$ cat config.mk
export PLATFORM = sky130hd
export DESIGN_NAME = my_mul_acc
export DESIGN_NICKNAME = d
export VERILOG_FILES = /design/src/rtl/my_mul_acc.sv
export SDC_FILE = /design/constraint.sdc
export NUM_CORES = 1
export LEC_CHECK = 0
export CAP_MARGIN = 40
export CORE_ASPECT_RATIO = 2
export CORE_MARGIN = 3
export CORE_UTILIZATION = 59
export CTS_CLUSTER_SIZE = 16
export DETAILED_ROUTE_END_ITERATION = 10
export PLACE_DENSITY = 0.91
export SYNTH_ARGS = -nofsm -noshare
export SYNTH_HDL_FRONTEND = slang
export SYNTH_SLANG_ARGS = --single-unit
$ cat constraint.sdc
create_clock -name clk -period 6.18 [get_ports clk]
set_input_delay 1.545 -clock clk [delete_from_list [all_inputs] [get_ports clk]]
set_output_delay 1.545 -clock clk [all_outputs]
set_load 0.1 [all_outputs]
$ cat src/rtl/my_mul_acc.sv
// Streaming accumulator for my_mul products: sums ACC_LEN signed beats with a
// sticky overflow flag. Define MY_MUL_ACC_SAT_EN for saturating adds (default wraps).
module my_mul_acc #(
    parameter int BITWIDTH = 32,
    parameter int ACC_LEN  = 8
) (
    input  logic                       clk,
    input  logic                       rst_n,
    input  logic                       clear,
    input  logic                       in_valid,
    output logic                       in_ready,
    input  logic signed [BITWIDTH-1:0] in_data,
    input  logic                       in_ovf,
    output logic                       out_valid,
    input  logic                       out_ready,
    output logic        [BITWIDTH-1:0] out_data,
    output logic                       out_ovf,
    output logic                       out_cnt_err
);
    typedef enum logic {ACCUM, HOLD} state_t;

    localparam int MSB   = BITWIDTH - 1;
    localparam int CNT_W = 8;
    localparam logic [CNT_W-1:0] LAST_CNT = CNT_W'(ACC_LEN - 1);

    state_t                     state_reg, state_next;
    logic signed [BITWIDTH-1:0] acc_reg, acc_next;
    logic signed [BITWIDTH-1:0] sum_raw, sum_add;
    logic        [CNT_W-1:0]    cnt_reg, cnt_next;
    logic                       sticky_reg, sticky_next;
    logic        [BITWIDTH-1:0] out_data_reg, out_data_next;
    logic                       out_ovf_reg, out_ovf_next;
    logic                       cnt_err_reg, cnt_err_next;
    logic                       add_ovf;
    logic                       beat_sticky;

    // Signed overflow: operands agree in sign but the sum does not.
    assign sum_raw     = acc_reg + in_data;
    assign add_ovf     = (acc_reg[MSB] == in_data[MSB]) && (sum_raw[MSB] != acc_reg[MSB]);
    assign beat_sticky = sticky_reg | in_ovf | add_ovf;

`ifdef MY_MUL_ACC_SAT_EN
    always_comb begin
        sum_add = sum_raw;
        if (add_ovf) begin
            sum_add = acc_reg[MSB] ? {1'b1, {(BITWIDTH-1){1'b0}}}
                                   : {1'b0, {(BITWIDTH-1){1'b1}}};
        end
    end
`else
    assign sum_add = sum_raw;
`endif

    assign in_ready    = (state_reg == ACCUM);
    assign out_valid   = (state_reg == HOLD);
    assign out_data    = out_data_reg;
    assign out_ovf     = out_ovf_reg;
    assign out_cnt_err = cnt_err_reg;

    always_comb begin
        state_next    = state_reg;
        acc_next      = acc_reg;
        cnt_next      = cnt_reg;
        sticky_next   = sticky_reg;
        out_data_next = out_data_reg;
        out_ovf_next  = out_ovf_reg;
        cnt_err_next  = 1'b0;

        if (clear) begin
            // Abort wins over both handshakes; only a partial group is an error.
            state_next   = ACCUM;
            acc_next     = '0;
            cnt_next     = '0;
            sticky_next  = 1'b0;
            cnt_err_next = (cnt_reg != '0);
        end else begin
            case (state_reg)
                ACCUM: begin
                    if (in_valid) begin
                        if (cnt_reg == LAST_CNT) begin
                            out_data_next = sum_add;
                            out_ovf_next  = beat_sticky;
                            acc_next      = '0;
                            cnt_next      = '0;
                            sticky_next   = 1'b0;
                            state_next    = HOLD;
                        end else begin
                            acc_next    = sum_add;
                            cnt_next    = cnt_reg + CNT_W'(1);
                            sticky_next = beat_sticky;
                        end
                    end
                end
                HOLD: begin
                    if (out_ready) begin
                        state_next = ACCUM;
                    end
                end
                default: state_next = ACCUM;
            endcase
        end
    end

    always_ff @(posedge clk or negedge rst_n) begin
        if (!rst_n) begin
            state_reg    <= ACCUM;
            acc_reg      <= '0;
            cnt_reg      <= '0;
            sticky_reg   <= 1'b0;
            out_data_reg <= '0;
            out_ovf_reg  <= 1'b0;
            cnt_err_reg  <= 1'b0;
        end else begin
            state_reg    <= state_next;
            acc_reg      <= acc_next;
            cnt_reg      <= cnt_next;
            sticky_reg   <= sticky_next;
            out_data_reg <= out_data_next;
            out_ovf_reg  <= out_ovf_next;
            cnt_err_reg  <= cnt_err_next;
        end
    end
endmodule

-- Word-level counts from Yosys, hierarchy flattened
Cells that the tools add are included.
- flip-flop bits (word level): 76
- latch bits: 0
- bits in writable memories: 0
- ROM bits: 0
- input port bits: 38
- output and inout port bits: 36
- word-level logic and storage cells: 40
- memories kept: 0
- add/subtract/negate cells: 2
- $mul: 0
- divide/modulo/power cells: 0
- magnitude comparators: 0
- equal/unequal tests: 4
- shift-type cells: 0
- mux-type cells: 18
- bitwise gates (word level): 4
- reductions and logical operators: 5
- operators by type and width (kind ; count):
    two-way mux 32 bit ; 4
    adder 32 bit ; 1
    two-way mux 8 bit ; 4
    two-way mux 1 bit ; 9
    adder 8 x 1 -> 8 bit, second input constant ; 1
    equality test 8 x 3 -> 1 bit, second input constant ; 1
    nonzero test 8 bit ; 1
    AND reduction 4 bit ; 1
    != test 2 bit, second input constant ; 1
    inverter 1 bit ; 2
    bitwise OR 1 bit ; 2
    case mux 1 bit (2 select lines) ; 1
    AND reduction 2 bit ; 1
    nonzero test 2 bit ; 1
    equality test 1 bit ; 1
    logical AND 1 bit ; 1
    != test 1 bit ; 1

-- Longest topological paths before layout
- depth after elaboration: 8
- depth in mapped cells: 11
- mapped depth without buffers: 11

-- Worst setup path before layout
OpenSTA, ideal clock, no wires.
- path kind: input-to-reg
- from: in in_data[0]
- to: reg out_data_reg[30], in the netlist out_data[30]
- setup time: 0.069 ns
- data arrival time: 3.724 ns
- data required time: 6.111 ns
- setup slack: 2.386 ns
- stages: 11
- buffers on the path: 0
- cells stage by stage: ha_1 inv_1 fa_1 or2b_1 a21oi_2 o2111ai_1 a21boi_2 o211ai_1 a211o_1 a211o_1 nand3_1
- cells in the longest elaborated chain, start to end: 1
- ends and longest elaborated chain (element ; line ; source):
    from (decl) ; 12 ; input logic signed [BITWIDTH-1:0] in_data,
    adder 32 bit ; 38 ; assign sum_raw = acc_reg + in_data;
    to (signal assigned) ; 118 ; out_data_reg <= out_data_next;
    to (decl) ; 31 ; logic [BITWIDTH-1:0] out_data_reg, out_data_next;
No other way between the ends.
A chain may end at the register's enable or synchronous reset.

-- Worst setup path after layout
Same ends and word-level chain as after synthesis.

==> metrics list <==
* Result of the run: finished clean
- Among all flip-flop cells after synthesis, the most frequent one is dfrtp_1.
* Critical path class: primary input to flip-flop
* Slowest-stage cell, CP: clkdlybuf4s50_1
* Pins Over Slew Limit: 0
- Max-cap violations in this run came to 0.
- Type of element launching the critical path: primary input
- Summing all flip-flop and latch instances after layout gives between 1500 and 2000 µm².
- Worst Reg-to-Reg Cells: 11
- The endpoint identified for the worst register-to-register timing path is out_data[30].
* Via-per-instance ratio: 6.34
- Signed area change from the synthesized netlist to the final layout: 35.9%
- Share of Yosys cell area claimed by the top area cell type: 0.403
- Warnings, synthesis: 0
- The number of hold buffers added after CTS was 0.
* Core Footprint: just under 8000 µm²
- R2R Setup Slk: 3.18 ns
- CP most frequent cell: a211o_1
- After the last flow step, the layout net total stands at 676.
- Vias: around 4500
- Total of buffers placed on input and output ports: 73
- Number of global-route vias before repair: 4905
- FFs w/ async S/R, synth: 1.00
- Traced cell by cell, the critical path runs through clkdlybuf4s50_1, ha_1, inv_1, fa_1, or2b_1, a21oi_2, o2111ai_1, a21boi_2, o211ai_1, a211o_1, a211o_1, nand3_1.
- Largest area contributor in the synthesized netlist: dfrtp_1
* Post-CTS Setup Inserts: 0
- Diode insertion count for antenna repair: 0
* Worst slack on hold paths: 0.478 ns
- Die extent in y: 133 µm
- Measured along the x axis, the die boundary spans 69.3 µm.
- Clock skew after layout: 0.00503 ns
- CTS saw between 70 and 80 sinks.
- The layout has 398 filler cells.
- Clk slew on worst S/H paths: 0.06 ns
- Largest net degree at the start of global routing: 53
* Number of hold violations in the final report: 0
- Synth top cells by count: 84 x nand2_1, 76 x dfrtp_1, 33 x ha_1, 30 x a21oi_1
* Post-route cell area: 6420 µm²
* Synthesized netlist net count: 576
- RePlAce Congestion: roughly 0.92
- Endpoint arrival time on the critical path: 4.58 ns
- Leakage: between 3 and 4 nW
- Ranked by total cell area, the synthesized netlist is headed by dfrtp_1 40%, ha_1 8.7%, nand2_1 6.7%.
- The H-tree was split into 3 levels.
- For this design the ratio of total power to cell area is 260 nW/µm².
* Quantity of gates resized following cts: 0
- Post-route DRC violation count: 0
- Half-perimeter wire length after placement: 9700 µm
- The share of the Yosys chip area taken by registers is 0.403.
- At the later pin of the worst-skew pair, clock insertion delay measures 0.34 ns.
- I/O pin cnt: 74
- For this run, the top clock speed supported by timing is ~230 MHz.
- Initial antenna violation count: 0
* Total Die Area: 9180 µm²
- Gate count after technology mapping: 504
- Number of setup violations in the final report: 0
- Post-route ant nets: 0
- After detailed routing, the average wire length per cell comes to 19.5 µm.
- Final worst setup slack: approximately 1.9 ns
- The number of clock buffers added by TritonCTS is 9.
- In the final layout, the share of cells above drive strength 1 is 0.140.
- Once placement completed, the tool counted placed cells totaling 687.
* Largest stage delay on the critical path: around 0.46 ns
- The clock passes through at most 2 buffers.
- In the post-synthesis netlist, the cell with the most instances is nand2_1.
- Launch instance of the worst min-delay path: out_data[7]
* TritonCTS clock tree: done
- In this run the worst path has a maximum fanout of 4.
- Dividing the final minimum period by the clock period gives 0.697.
- Area of placed instances: 6100 µm²
* Remaining max-slew budget at the tightest pin: 0.417
- Number of cells on the worst hold path: 2
- Global-route wire length before repair: 22700 µm
- For this block, the routed nets add up to 13700 µm of wire.
- Minimum clock period after layout: approximately 4.3 ns
* Count of placed standard cells in the final layout, fillers left out: 703
- Sort of element at the end of the critical path: flip-flop
- Number of rows created at floorplan: 45
- Sink of the worst hold path: out_data[7]
- Post-synth EDFFs: 0
- Averaged over all synthesized cells, the footprint is 9.37 µm².
- At the pin with the least slew margin, the transition time is 0.874 ns.
* Initial core utilization: 0.612
* Tightest Hold Check Type: flip-flop to flip-flop
* Total Negative Setup Slacks: 0 ns
- Timing analysis after detailed placement gives a worst setup slack of 1.63 ns.
* Required arrival time at the worst endpoint: between 6 and 7 ns
- Number of unique standard cell types used by synthesis: 65
- The mapped netlist covers between 4000 and 5000 µm².
* Area occupied by multi-input gates: between 2000 and 3000 µm²
- Unrepaired setup endpoints after global routing: false
- Flip-flop and latch count after synthesis: 76
- IR Drop Worst-Case VDD: 0.000223 V
- For this run, the detailed router's first-pass iteration total came to 6.
* Launch instance of the worst register-to-register path: acc_reg[0]
- Overall routing resource usage: 0.308
- Sum of overflow across all layers after global routing: 0
* Initial DRC Count: 365
* Clock Root Buffer: clkbuf_16
[final cells by class]
class | instances | area share
Clock buffer | 9 | 0.0351
Clock inverter | 7 | 0.0142
Inverter | 17 | 0.00994
Multi-Input combinational cell | 386 | 0.412
Sequential cell | 76 | 0.296
Tap cell | 94 | 0.0183
Timing Repair Buffer | 114 | 0.214
[how the worst max path moves through the flow]
stage,endpoint,slack (ns),depth (start not counted),from
finish,out_data[30],1.87,12,in_data[0]
global route,out_data[30],1.76,12,in_data[0]
CTS,out_data[30],1.91,12,in_data[0]
detailed placement,out_data[30],1.63,12,in_data[0]
global placement,out_data[30],1.70,12,in_data[0]
floorplan,out_data[30],2.39,11,in_data[0]
[cell families after synthesis]
| logic type | after synthesis | synth area share |
|---|---|---|
| AND/OR/NAND/NOR | 161 | 0.154 |
| AO/OA/AOI/OAI | 149 | 0.230 |
| flip-flops | 76 | 0.403 |
| buffers and inverters | 42 | 0.0387 |
| adder cells (fa/ha/maj) | 34 | 0.0916 |
| XOR/XNOR | 30 | 0.0556 |
| multiplexers | 12 | 0.0281 |
[stage by stage]
stage	power, mW	utilization
finish	1.67	0.832
global route	1.74	0.832
CTS	1.66	0.832
detailed placement	1.09	0.791
global placement	1.05	0.711
floorplan	0.946	-
[critical path, delay by kind of cell]
family,cells,cell delay (ns)
AOI/OAI and AO/OA,6,1.48
adders and majority gates,2,0.65
buffers and inverters,2,0.54
and+or+nand+nor,2,0.37
[per-layer routing]
metal / vias to the layer above / share of wire / global-route usage
met1: 2145 / 0.34 / 0.313
li1: 2012 / - / -
met3: 76 / 0.062 / 0.0677
met4: 0 / 0.053 / 0.192
met2: 223 / 0.55 / 0.556
met5: - / 0 / 0
[cell usage in the layout (no fill, tap or decap), drive strengths merged, types with 6 or more instances in the layout]
cell / synthesis / final
o21ai: 30 / 30
clkdlybuf4s50: 0 / 72
a31oi: 7 / 7
xor2: 13 / 13
xnor2: 17 / 17
and3: 9 / 9
clkbuf: 13 / 9
mux2: 10 / 10
a21oi: 31 / 31
nand2: 84 / 84
buf: 12 / 42
nand3: 11 / 11
inv: 17 / 17
a22o: 26 / 26
nor3: 6 / 6
nor2: 25 / 25
ha: 33 / 33
a21o: 13 / 13
dfrtp: 76 / 76
[power breakdown]
part / total (mW) / internal [mW] / switching [mW]
sequential: 0.564 / 0.536 / 0.0276
combinational: 0.540 / 0.224 / 0.316
clock: 0.562 / 0.352 / 0.210
No activity file was read; power rests on OpenSTA's default activity.
